--- src/rtl/cdb_arbiter_if.sv ---
// Bundles the ALU/LSB writeback inputs, the issue-throttle full flags and the CDB broadcast.
// With CDB_BRANCH_EN defined, it also carries the ALU jump/target fields and their CDB copies.
interface cdb_arbiter_if #(
  parameter int ROB_W = 6,
  parameter int XLEN  = 32
);
  logic             alu_valid;
  logic [XLEN-1:0]  alu_res;
  logic [ROB_W-1:0] alu_rob_index;
  logic             alu_full;
  logic             lsb_valid;
  logic [XLEN-1:0]  lsb_res;
  logic [ROB_W-1:0] lsb_rob_index;
  logic             lsb_full;
  logic             cdb_valid;
  logic [XLEN-1:0]  cdb_res;
  logic [ROB_W-1:0] cdb_rob_index;
  logic             cdb_src;
`ifdef CDB_BRANCH_EN
  logic             alu_jump;
  logic [XLEN-1:0]  alu_target_pc;
  logic             cdb_jump;
  logic [XLEN-1:0]  cdb_target_pc;
`endif

  // The arbiter side.
  modport slave (
`ifdef CDB_BRANCH_EN
    input  alu_jump, alu_target_pc,
    output cdb_jump, cdb_target_pc,
`endif
    input  alu_valid, alu_res, alu_rob_index,
    input  lsb_valid, lsb_res, lsb_rob_index,
    output alu_full, lsb_full,
    output cdb_valid, cdb_res, cdb_rob_index, cdb_src
  );

  // The producer/consumer side.
  modport master (
`ifdef CDB_BRANCH_EN
    output alu_jump, alu_target_pc,
    input  cdb_jump, cdb_target_pc,
`endif
    output alu_valid, alu_res, alu_rob_index,
    output lsb_valid, lsb_res, lsb_rob_index,
    input  alu_full, lsb_full,
    input  cdb_valid, cdb_res, cdb_rob_index, cdb_src
  );
endinterface

--- src/rtl/cdb_arbiter.sv ---
// CDB arbiter: one FIFO per source (ALU, LSB) and a round-robin grant of one broadcast per cycle.
// Define CDB_BRANCH_EN to carry the ALU jump/target fields through the ALU FIFO onto the CDB.
module cdb_arbiter #(
  parameter int DEPTH = 4,
  parameter int ROB_W = 6,
  parameter int XLEN  = 32
) (
  input logic          clk,
  input logic          rst,
  input logic          rdy,
  input logic          flush,
  cdb_arbiter_if.slave bus
);
  localparam int PW = $clog2(DEPTH);
  localparam int CW = PW + 1;
`ifdef CDB_BRANCH_EN
  localparam int AW = XLEN + ROB_W + 1 + XLEN;
`else
  localparam int AW = XLEN + ROB_W;
`endif
  localparam int LW = XLEN + ROB_W;

  logic [AW-1:0]    alu_mem_q [DEPTH];
  logic [AW-1:0]    alu_mem_d [DEPTH];
  logic [LW-1:0]    lsb_mem_q [DEPTH];
  logic [LW-1:0]    lsb_mem_d [DEPTH];
  logic [PW-1:0]    alu_head_q, alu_head_d, alu_tail_q, alu_tail_d;
  logic [PW-1:0]    lsb_head_q, lsb_head_d, lsb_tail_q, lsb_tail_d;
  logic [CW-1:0]    alu_cnt_q, alu_cnt_d, lsb_cnt_q, lsb_cnt_d;
  logic             prio_q, prio_d;
  logic             cdb_valid_q, cdb_valid_d;
  logic [XLEN-1:0]  cdb_res_q, cdb_res_d;
  logic [ROB_W-1:0] cdb_rob_q, cdb_rob_d;
  logic             cdb_src_q, cdb_src_d;
  logic             cdb_jump_q, cdb_jump_d;
  logic [XLEN-1:0]  cdb_target_q, cdb_target_d;

  logic            alu_ne, lsb_ne, grant_alu, grant_lsb, alu_push, lsb_push;
  logic [AW-1:0]   alu_in, alu_head_e;
  logic [LW-1:0]   lsb_head_e;

`ifdef CDB_BRANCH_EN
  assign alu_in = {bus.alu_jump, bus.alu_target_pc, bus.alu_rob_index, bus.alu_res};
`else
  assign alu_in = {bus.alu_rob_index, bus.alu_res};
`endif

  // prio_q set means the LSB wins when both FIFOs hold entries.
  assign alu_ne     = alu_cnt_q != '0;
  assign lsb_ne     = lsb_cnt_q != '0;
  assign grant_lsb  = lsb_ne && (!alu_ne || prio_q);
  assign grant_alu  = alu_ne && !grant_lsb;
  assign alu_push   = bus.alu_valid && (alu_cnt_q != CW'(DEPTH));
  assign lsb_push   = bus.lsb_valid && (lsb_cnt_q != CW'(DEPTH));
  assign alu_head_e = alu_mem_q[alu_head_q];
  assign lsb_head_e = lsb_mem_q[lsb_head_q];

  always_comb begin
    alu_mem_d    = alu_mem_q;
    lsb_mem_d    = lsb_mem_q;
    alu_head_d   = alu_head_q;
    alu_tail_d   = alu_tail_q;
    alu_cnt_d    = alu_cnt_q;
    lsb_head_d   = lsb_head_q;
    lsb_tail_d   = lsb_tail_q;
    lsb_cnt_d    = lsb_cnt_q;
    prio_d       = prio_q;
    cdb_valid_d  = 1'b0;
    cdb_res_d    = cdb_res_q;
    cdb_rob_d    = cdb_rob_q;
    cdb_src_d    = cdb_src_q;
    cdb_jump_d   = cdb_jump_q;
    cdb_target_d = cdb_target_q;
    if (flush) begin
      alu_head_d = '0;
      alu_tail_d = '0;
      alu_cnt_d  = '0;
      lsb_head_d = '0;
      lsb_tail_d = '0;
      lsb_cnt_d  = '0;
      prio_d     = 1'b0;
    end else begin
      if (alu_push) begin
        alu_mem_d[alu_tail_q] = alu_in;
        alu_tail_d            = alu_tail_q + PW'(1);
      end
      if (lsb_push) begin
        lsb_mem_d[lsb_tail_q] = {bus.lsb_rob_index, bus.lsb_res};
        lsb_tail_d            = lsb_tail_q + PW'(1);
      end
      if (grant_alu) begin
        cdb_valid_d = 1'b1;
        cdb_res_d   = alu_head_e[XLEN-1:0];
        cdb_rob_d   = alu_head_e[XLEN +: ROB_W];
        cdb_src_d   = 1'b0;
`ifdef CDB_BRANCH_EN
        cdb_target_d = alu_head_e[XLEN+ROB_W +: XLEN];
        cdb_jump_d   = alu_head_e[AW-1];
`endif
        alu_head_d  = alu_head_q + PW'(1);
        prio_d      = 1'b1;
      end
      if (grant_lsb) begin
        cdb_valid_d  = 1'b1;
        cdb_res_d    = lsb_head_e[XLEN-1:0];
        cdb_rob_d    = lsb_head_e[XLEN +: ROB_W];
        cdb_src_d    = 1'b1;
        cdb_jump_d   = 1'b0;
        cdb_target_d = '0;
        lsb_head_d   = lsb_head_q + PW'(1);
        prio_d       = 1'b0;
      end
      alu_cnt_d = alu_cnt_q + CW'(alu_push) - CW'(grant_alu);
      lsb_cnt_d = lsb_cnt_q + CW'(lsb_push) - CW'(grant_lsb);
    end
  end

  // FIFO storage is not reset; only the pointers and counts define what is valid.
  always_ff @(posedge clk) begin
    if (rst) begin
      alu_head_q   <= '0;
      alu_tail_q   <= '0;
      alu_cnt_q    <= '0;
      lsb_head_q   <= '0;
      lsb_tail_q   <= '0;
      lsb_cnt_q    <= '0;
      prio_q       <= 1'b0;
      cdb_valid_q  <= 1'b0;
      cdb_res_q    <= '0;
      cdb_rob_q    <= '0;
      cdb_src_q    <= 1'b0;
      cdb_jump_q   <= 1'b0;
      cdb_target_q <= '0;
    end else if (rdy) begin
      if (!flush) begin
        alu_overflow: assert (!(bus.alu_valid && alu_cnt_q == CW'(DEPTH)))
          else $error("cdb_arbiter: ALU push dropped, FIFO already holds DEPTH entries");
        lsb_overflow: assert (!(bus.lsb_valid && lsb_cnt_q == CW'(DEPTH)))
          else $error("cdb_arbiter: LSB push dropped, FIFO already holds DEPTH entries");
      end
      alu_mem_q    <= alu_mem_d;
      lsb_mem_q    <= lsb_mem_d;
      alu_head_q   <= alu_head_d;
      alu_tail_q   <= alu_tail_d;
      alu_cnt_q    <= alu_cnt_d;
      lsb_head_q   <= lsb_head_d;
      lsb_tail_q   <= lsb_tail_d;
      lsb_cnt_q    <= lsb_cnt_d;
      prio_q       <= prio_d;
      cdb_valid_q  <= cdb_valid_d;
      cdb_res_q    <= cdb_res_d;
      cdb_rob_q    <= cdb_rob_d;
      cdb_src_q    <= cdb_src_d;
      cdb_jump_q   <= cdb_jump_d;
      cdb_target_q <= cdb_target_d;
    end
  end

  // One slack entry absorbs a result already in flight when full rises.
  assign bus.alu_full      = alu_cnt_q >= CW'(DEPTH - 1);
  assign bus.lsb_full      = lsb_cnt_q >= CW'(DEPTH - 1);
  assign bus.cdb_valid     = cdb_valid_q;
  assign bus.cdb_res       = cdb_res_q;
  assign bus.cdb_rob_index = cdb_rob_q;
  assign bus.cdb_src       = cdb_src_q;
`ifdef CDB_BRANCH_EN
  assign bus.cdb_jump      = cdb_jump_q;
  assign bus.cdb_target_pc = cdb_target_q;
`endif
endmodule

--- src/flat_wrapper.sv ---
// flat-port wrapper written by rule: the top's interface ports become plain ports
module cdb_arbiter_flat 
#(
  parameter int DEPTH = 4,
  parameter int ROB_W = 6,
  parameter int XLEN  = 32
)
  (clk, rst, rdy, flush, bus_alu_valid, bus_alu_res, bus_alu_rob_index, bus_lsb_valid, bus_lsb_res, bus_lsb_rob_index, bus_alu_full, bus_lsb_full, bus_cdb_valid, bus_cdb_res, bus_cdb_rob_index, bus_cdb_src);
  cdb_arbiter_if #(.ROB_W(ROB_W), .XLEN(XLEN)) bus_i ();
  input logic clk;
  input logic rst;
  input logic rdy;
  input logic flush;
  input wire logic [$bits(bus_i.alu_valid)-1:0] bus_alu_valid;
  input wire logic [$bits(bus_i.alu_res)-1:0] bus_alu_res;
  input wire logic [$bits(bus_i.alu_rob_index)-1:0] bus_alu_rob_index;
  input wire logic [$bits(bus_i.lsb_valid)-1:0] bus_lsb_valid;
  input wire logic [$bits(bus_i.lsb_res)-1:0] bus_lsb_res;
  input wire logic [$bits(bus_i.lsb_rob_index)-1:0] bus_lsb_rob_index;
  output wire logic [$bits(bus_i.alu_full)-1:0] bus_alu_full;
  output wire logic [$bits(bus_i.lsb_full)-1:0] bus_lsb_full;
  output wire logic [$bits(bus_i.cdb_valid)-1:0] bus_cdb_valid;
  output wire logic [$bits(bus_i.cdb_res)-1:0] bus_cdb_res;
  output wire logic [$bits(bus_i.cdb_rob_index)-1:0] bus_cdb_rob_index;
  output wire logic [$bits(bus_i.cdb_src)-1:0] bus_cdb_src;
  assign bus_i.alu_valid = bus_alu_valid;
  assign bus_i.alu_res = bus_alu_res;
  assign bus_i.alu_rob_index = bus_alu_rob_index;
  assign bus_i.lsb_valid = bus_lsb_valid;
  assign bus_i.lsb_res = bus_lsb_res;
  assign bus_i.lsb_rob_index = bus_lsb_rob_index;
  assign bus_alu_full = bus_i.alu_full;
  assign bus_lsb_full = bus_i.lsb_full;
  assign bus_cdb_valid = bus_i.cdb_valid;
  assign bus_cdb_res = bus_i.cdb_res;
  assign bus_cdb_rob_index = bus_i.cdb_rob_index;
  assign bus_cdb_src = bus_i.cdb_src;
  cdb_arbiter #(.DEPTH(DEPTH), .ROB_W(ROB_W), .XLEN(XLEN)) u_core (.clk(clk), .rst(rst), .rdy(rdy), .flush(flush), .bus(bus_i));
endmodule
--- config.mk ---
export PLATFORM = sky130hd
export DESIGN_NAME = cdb_arbiter_flat
export DESIGN_NICKNAME = d
export VERILOG_FILES = /design/src/rtl/cdb_arbiter_if.sv /design/src/rtl/cdb_arbiter.sv /design/src/flat_wrapper.sv
export SDC_FILE = /design/constraint.sdc
export NUM_CORES = 1
export LEC_CHECK = 0
export BUFFER_PORTS_ARGS = -buffer_cell sky130_fd_sc_hd__buf_2
export CELL_PAD_IN_SITES_DETAIL_PLACEMENT = 0
export CELL_PAD_IN_SITES_GLOBAL_PLACEMENT = 1
export CORE_ASPECT_RATIO = 0.5
export CORE_MARGIN = 2
export CORE_UTILIZATION = 55
export CTS_CLUSTER_DIAMETER = 120
export DETAILED_ROUTE_END_ITERATION = 8
export HOLD_SLACK_MARGIN = 0.06
export PLACE_DENSITY = 0.86
export SETUP_SLACK_MARGIN = 0.02
export SYNTH_ARGS = -nofsm -noshare
export SYNTH_HDL_FRONTEND = slang
export SYNTH_SLANG_ARGS = --single-unit
--- constraint.sdc ---
create_clock -name clk -period 7.2 [get_ports clk]
set_input_delay 1.08 -clock clk [delete_from_list [all_inputs] [get_ports clk]]
set_output_delay 1.08 -clock clk [all_outputs]
set_load 0.01 [all_outputs]
==> flow_summary.yaml <==
finish:
  area_delta_synth_final_pct: 13.9
  layout_commonest_cell: "edfxtp_1"
  fin_nets: 959
  drive_gt1_share_pct: 32.2
  fill_cells: 1691
  mostFrequentLayoutCells: "edfxtp_1 (304), buf_2 (123), nand2_1 (82)"
  final_cell_area_sq_mm: 0.0157
timing:
  clock.fmax_ghz: 0.360
  fin_tns_setup_ns: 0
  rsz0062_at_grt: "false"
  drv_slew: 0
  tightest_slew_ns: 1.05
  holdWs_ns: 0.490
  setup_slack_ns: 4.42
  min_period_over_period_pct: 38.6
  slew-limit-headroom_pct: 29.7
  finalHoldViolCount: 0
  fin_crit_ns: 2.78
  skew_ns: 0.0251
  finalSetupViolCount: 0
clock_tree:
  cts_inserted_buffers: 30
  clkSinkCount: 359
  post_cts_buffers: 0
  clk_latency_ns: 0.59
  cts_tree: "built"
  post_cts_resized: 0
  cts_root_buffer: "clkbuf_16"
  clock_path_buffers: 3
  postCtsHoldBufs: 0
  h-tree-depth: 1
  path_clk_slew_ns: 0.07
critical_path:
  r2r.worst_path.cells: 9
  reg2reg_to: "u_core.alu_cnt_q[2]$_SDFFE_PP0P_"
  end_kind: "flip-flop"
  timing.rr.start: "u_core.alu_cnt_q[0]$_SDFFE_PP0P_"
  crit_path_max_fanout: 38
  crit_end: "u_core.alu_mem_q[121]$_DFFE_PP_"
  critPathKind: "in -> reg"
  start_kind: "input port"
  rrSetupSlack_ns: 4.44
  required_ns: 7.40
  crit_slowest_cell: "and2_2"
  path_cells: "buf_2 > nand2b_1 > nor3b_1 > and2_2"
  slowest_delay_ns: 0.90
  crit_start: "flush"
  cp.arrival_ns: 2.98
routing:
  drt_iter0_markers: 622
  wl_per_cell_um: 21.6
  ant_nets: 0
  drc: 0
  detail_route.vias_per_cell: 5.65
  vias: 6929
  firstDrtPassIters: 5
  wl_mm: 26.5
power_and_ir_drop:
  power_frac_seq_pct: 53.9
  p_switching_uw: 944
  total_leakage_power_nw: 5.19
  powerDensity_mw_per_mm2: 273
  power_mw: 4.29
  combPwrFrac_pct: 7.2
  vdd_drop_max_uv: 192
  intPower_mw: 3.35
  p_clk_share_pct: 38.8
  swShare_pct: 22.0
synth:
  synth_warnings: 0
  yosysUniqueCellTypes: 32
  ys_seq_elements: 359
  synth_cells: 740
  avgSynthCellArea_sq_um: 18.6
  synth-seq-area-share_pct: 74.2
  synth_fp_nets: 836
  netlist_area_sq_mm: 0.0138
grt:
  grt_pass1_wl_mm: 40.4
  grt.overflow.total: 0
  gr-usage-all-layers_pct: 20.4
  grt_pass1_vias: 7083
  antenna_found_initial: 3
  grt_max_degree: 75
place:
  io_buffer_count: 123
  dpl_cell_area_sq_mm: 0.0147
  dpl_worst_slack_ns: 3.86
  place.gp.congestion: 0.829
  dp_hpwl_mm: 16.8
die:
  die-area_sq_mm: 0.0264
  die-width_um: 228
  die_y_um: 116
  io_pins: 124
  rows: 40
  core_area_sq_mm: 0.0243
  initial_core_util_pct: 56.7
flow_run:
  maxCapViolCount: 0
min_path:
  hp-class: "reg -> reg"
outcome:
  outcome: "completed"
[critical path, delay by kind of cell]
family,cells,cell delay [ns]
AND/OR/NAND/NOR,3,1.71
buffers and inverters,1,0.15
[registers in the layout, indices dropped and copies added (netlist names), 3 cells and up]
register                  flops
u_core.alu_cnt_q              3
u_core.lsb_mem_q            152
u_core.lsb_cnt_q              3
u_core.alu_mem_q            152
u_core.bus.cdb_rob_index      6
u_core.bus.cdb_res           32
[synth_stat cells]
cell type | n | area, sq um
a211oi_2 | 1 | 12.5
a21o_1 | 3 | 22.5
a21oi_1 | 15 | 75.1
a21oi_4 | 1 | 16.3
a22oi_1 | 4 | 30.0
a311oi_1 | 20 | 175
a311oi_2 | 18 | 270
and2_1 | 10 | 62.6
buf_2 | 10 | 50.1
buf_4 | 17 | 128
clkbuf_1 | 15 | 56.3
dfxtp_1 | 55 | 1100
edfxtp_1 | 304 | 9130
fa_1 | 2 | 40.0
ha_1 | 12 | 150
inv_1 | 10 | 37.5
mux4_2 | 76 | 1710
nand2_1 | 82 | 308
nand2b_1 | 1 | 6.26
nand3_1 | 6 | 30.0
nand3b_1 | 1 | 7.51
nor2_1 | 54 | 203
nor3_1 | 4 | 20.0
nor3_4 | 1 | 16.3
nor3b_1 | 2 | 15.0
o211ai_1 | 2 | 15.0
o21a_2 | 1 | 8.76
o21ai_0 | 7 | 35.0
o21ai_2 | 1 | 8.76
or3_4 | 1 | 11.3
or3b_1 | 2 | 17.5
xnor2_1 | 2 | 17.5
[worst min path at each step]
stage,start,end,slack [ns],cells after the start
6_report,u_core.bus.cdb_valid$_SDFFE_PP0P_,u_core.bus.cdb_valid$_SDFFE_PP0P_,0.49,2
5_1_grt,u_core.bus.cdb_valid$_SDFFE_PP0P_,u_core.bus.cdb_valid$_SDFFE_PP0P_,0.52,2
4_1_cts,u_core.bus.cdb_src$_SDFFE_PP0P_,u_core.bus.cdb_src$_SDFFE_PP0P_,0.49,2
3_5_place_dp,u_core.bus.cdb_src$_SDFFE_PP0P_,u_core.bus.cdb_src$_SDFFE_PP0P_,0.48,2
3_3_place_gp,u_core.bus.cdb_valid$_SDFFE_PP0P_,u_core.bus.cdb_valid$_SDFFE_PP0P_,0.47,2
2_1_floorplan,u_core.alu_tail_q[1]$_SDFFE_PP0P_,u_core.alu_tail_q[1]$_SDFFE_PP0P_,0.48,2
[power groups by stage]
| stage | clock network [mW] | registers, mW | logic, mW |
|---|---|---|---|
| after floorplan | 0 | 2.36 | 0.204 |
| after global placement | 0 | 2.36 | 0.307 |
| after detailed placement | 0 | 2.36 | 0.314 |
| after CTS | 1.69 | 2.32 | 0.316 |
| after global routing | 1.77 | 2.32 | 0.344 |
| final | 1.67 | 2.32 | 0.311 |
[routing by layer]
| metal | routed length (um) | global-route usage [%] | part of all wire [%] | vias to the layer above |
|---|---|---|---|---|
| met2 | 13600 | 36.1 | 51 | 177 |
| met1 | 11200 | 26.8 | 42 | 3544 |
| met5 | 0 | 0 | 0 | - |
| met4 | 457 | 4.88 | 1.7 | 0 |
| met3 | 1180 | 4.01 | 4.5 | 34 |
| li1 | - | - | - | 3174 |
[per-stage QoR]
step                utilization, %  cells
global placement              60.3   1167
CTS                           64.5   1223
floorplan                        -    740
detailed placement            60.3   1167
finish                        64.5   1226
global route                  64.5   1225
[cell type report]
type | count | area (sq um) | area share, %
multi-input combinational | 329 | 3290 | 21.0
tap | 336 | 420 | 2.68
antenna | 3 | 7.51 | 0.0478
sequential | 359 | 10200 | 65.2
timing repair buffer | 133 | 691 | 4.40
clock buffer | 39 | 805 | 5.13
inverter | 10 | 37.5 | 0.239
clock inverter | 17 | 213 | 1.36
[logic make-up after synthesis]
kind of cell    Yosys count  synth area share [%]
flops                   359                  74.2
simple gates            164                  5.05
mux                      76                  12.4
compound gates           73                  4.86
buf+inv                  52                  1.97
fa+ha+maj                14                  1.38
xor+xnor                  2                 0.127
(Power assumes the default switching activity.)
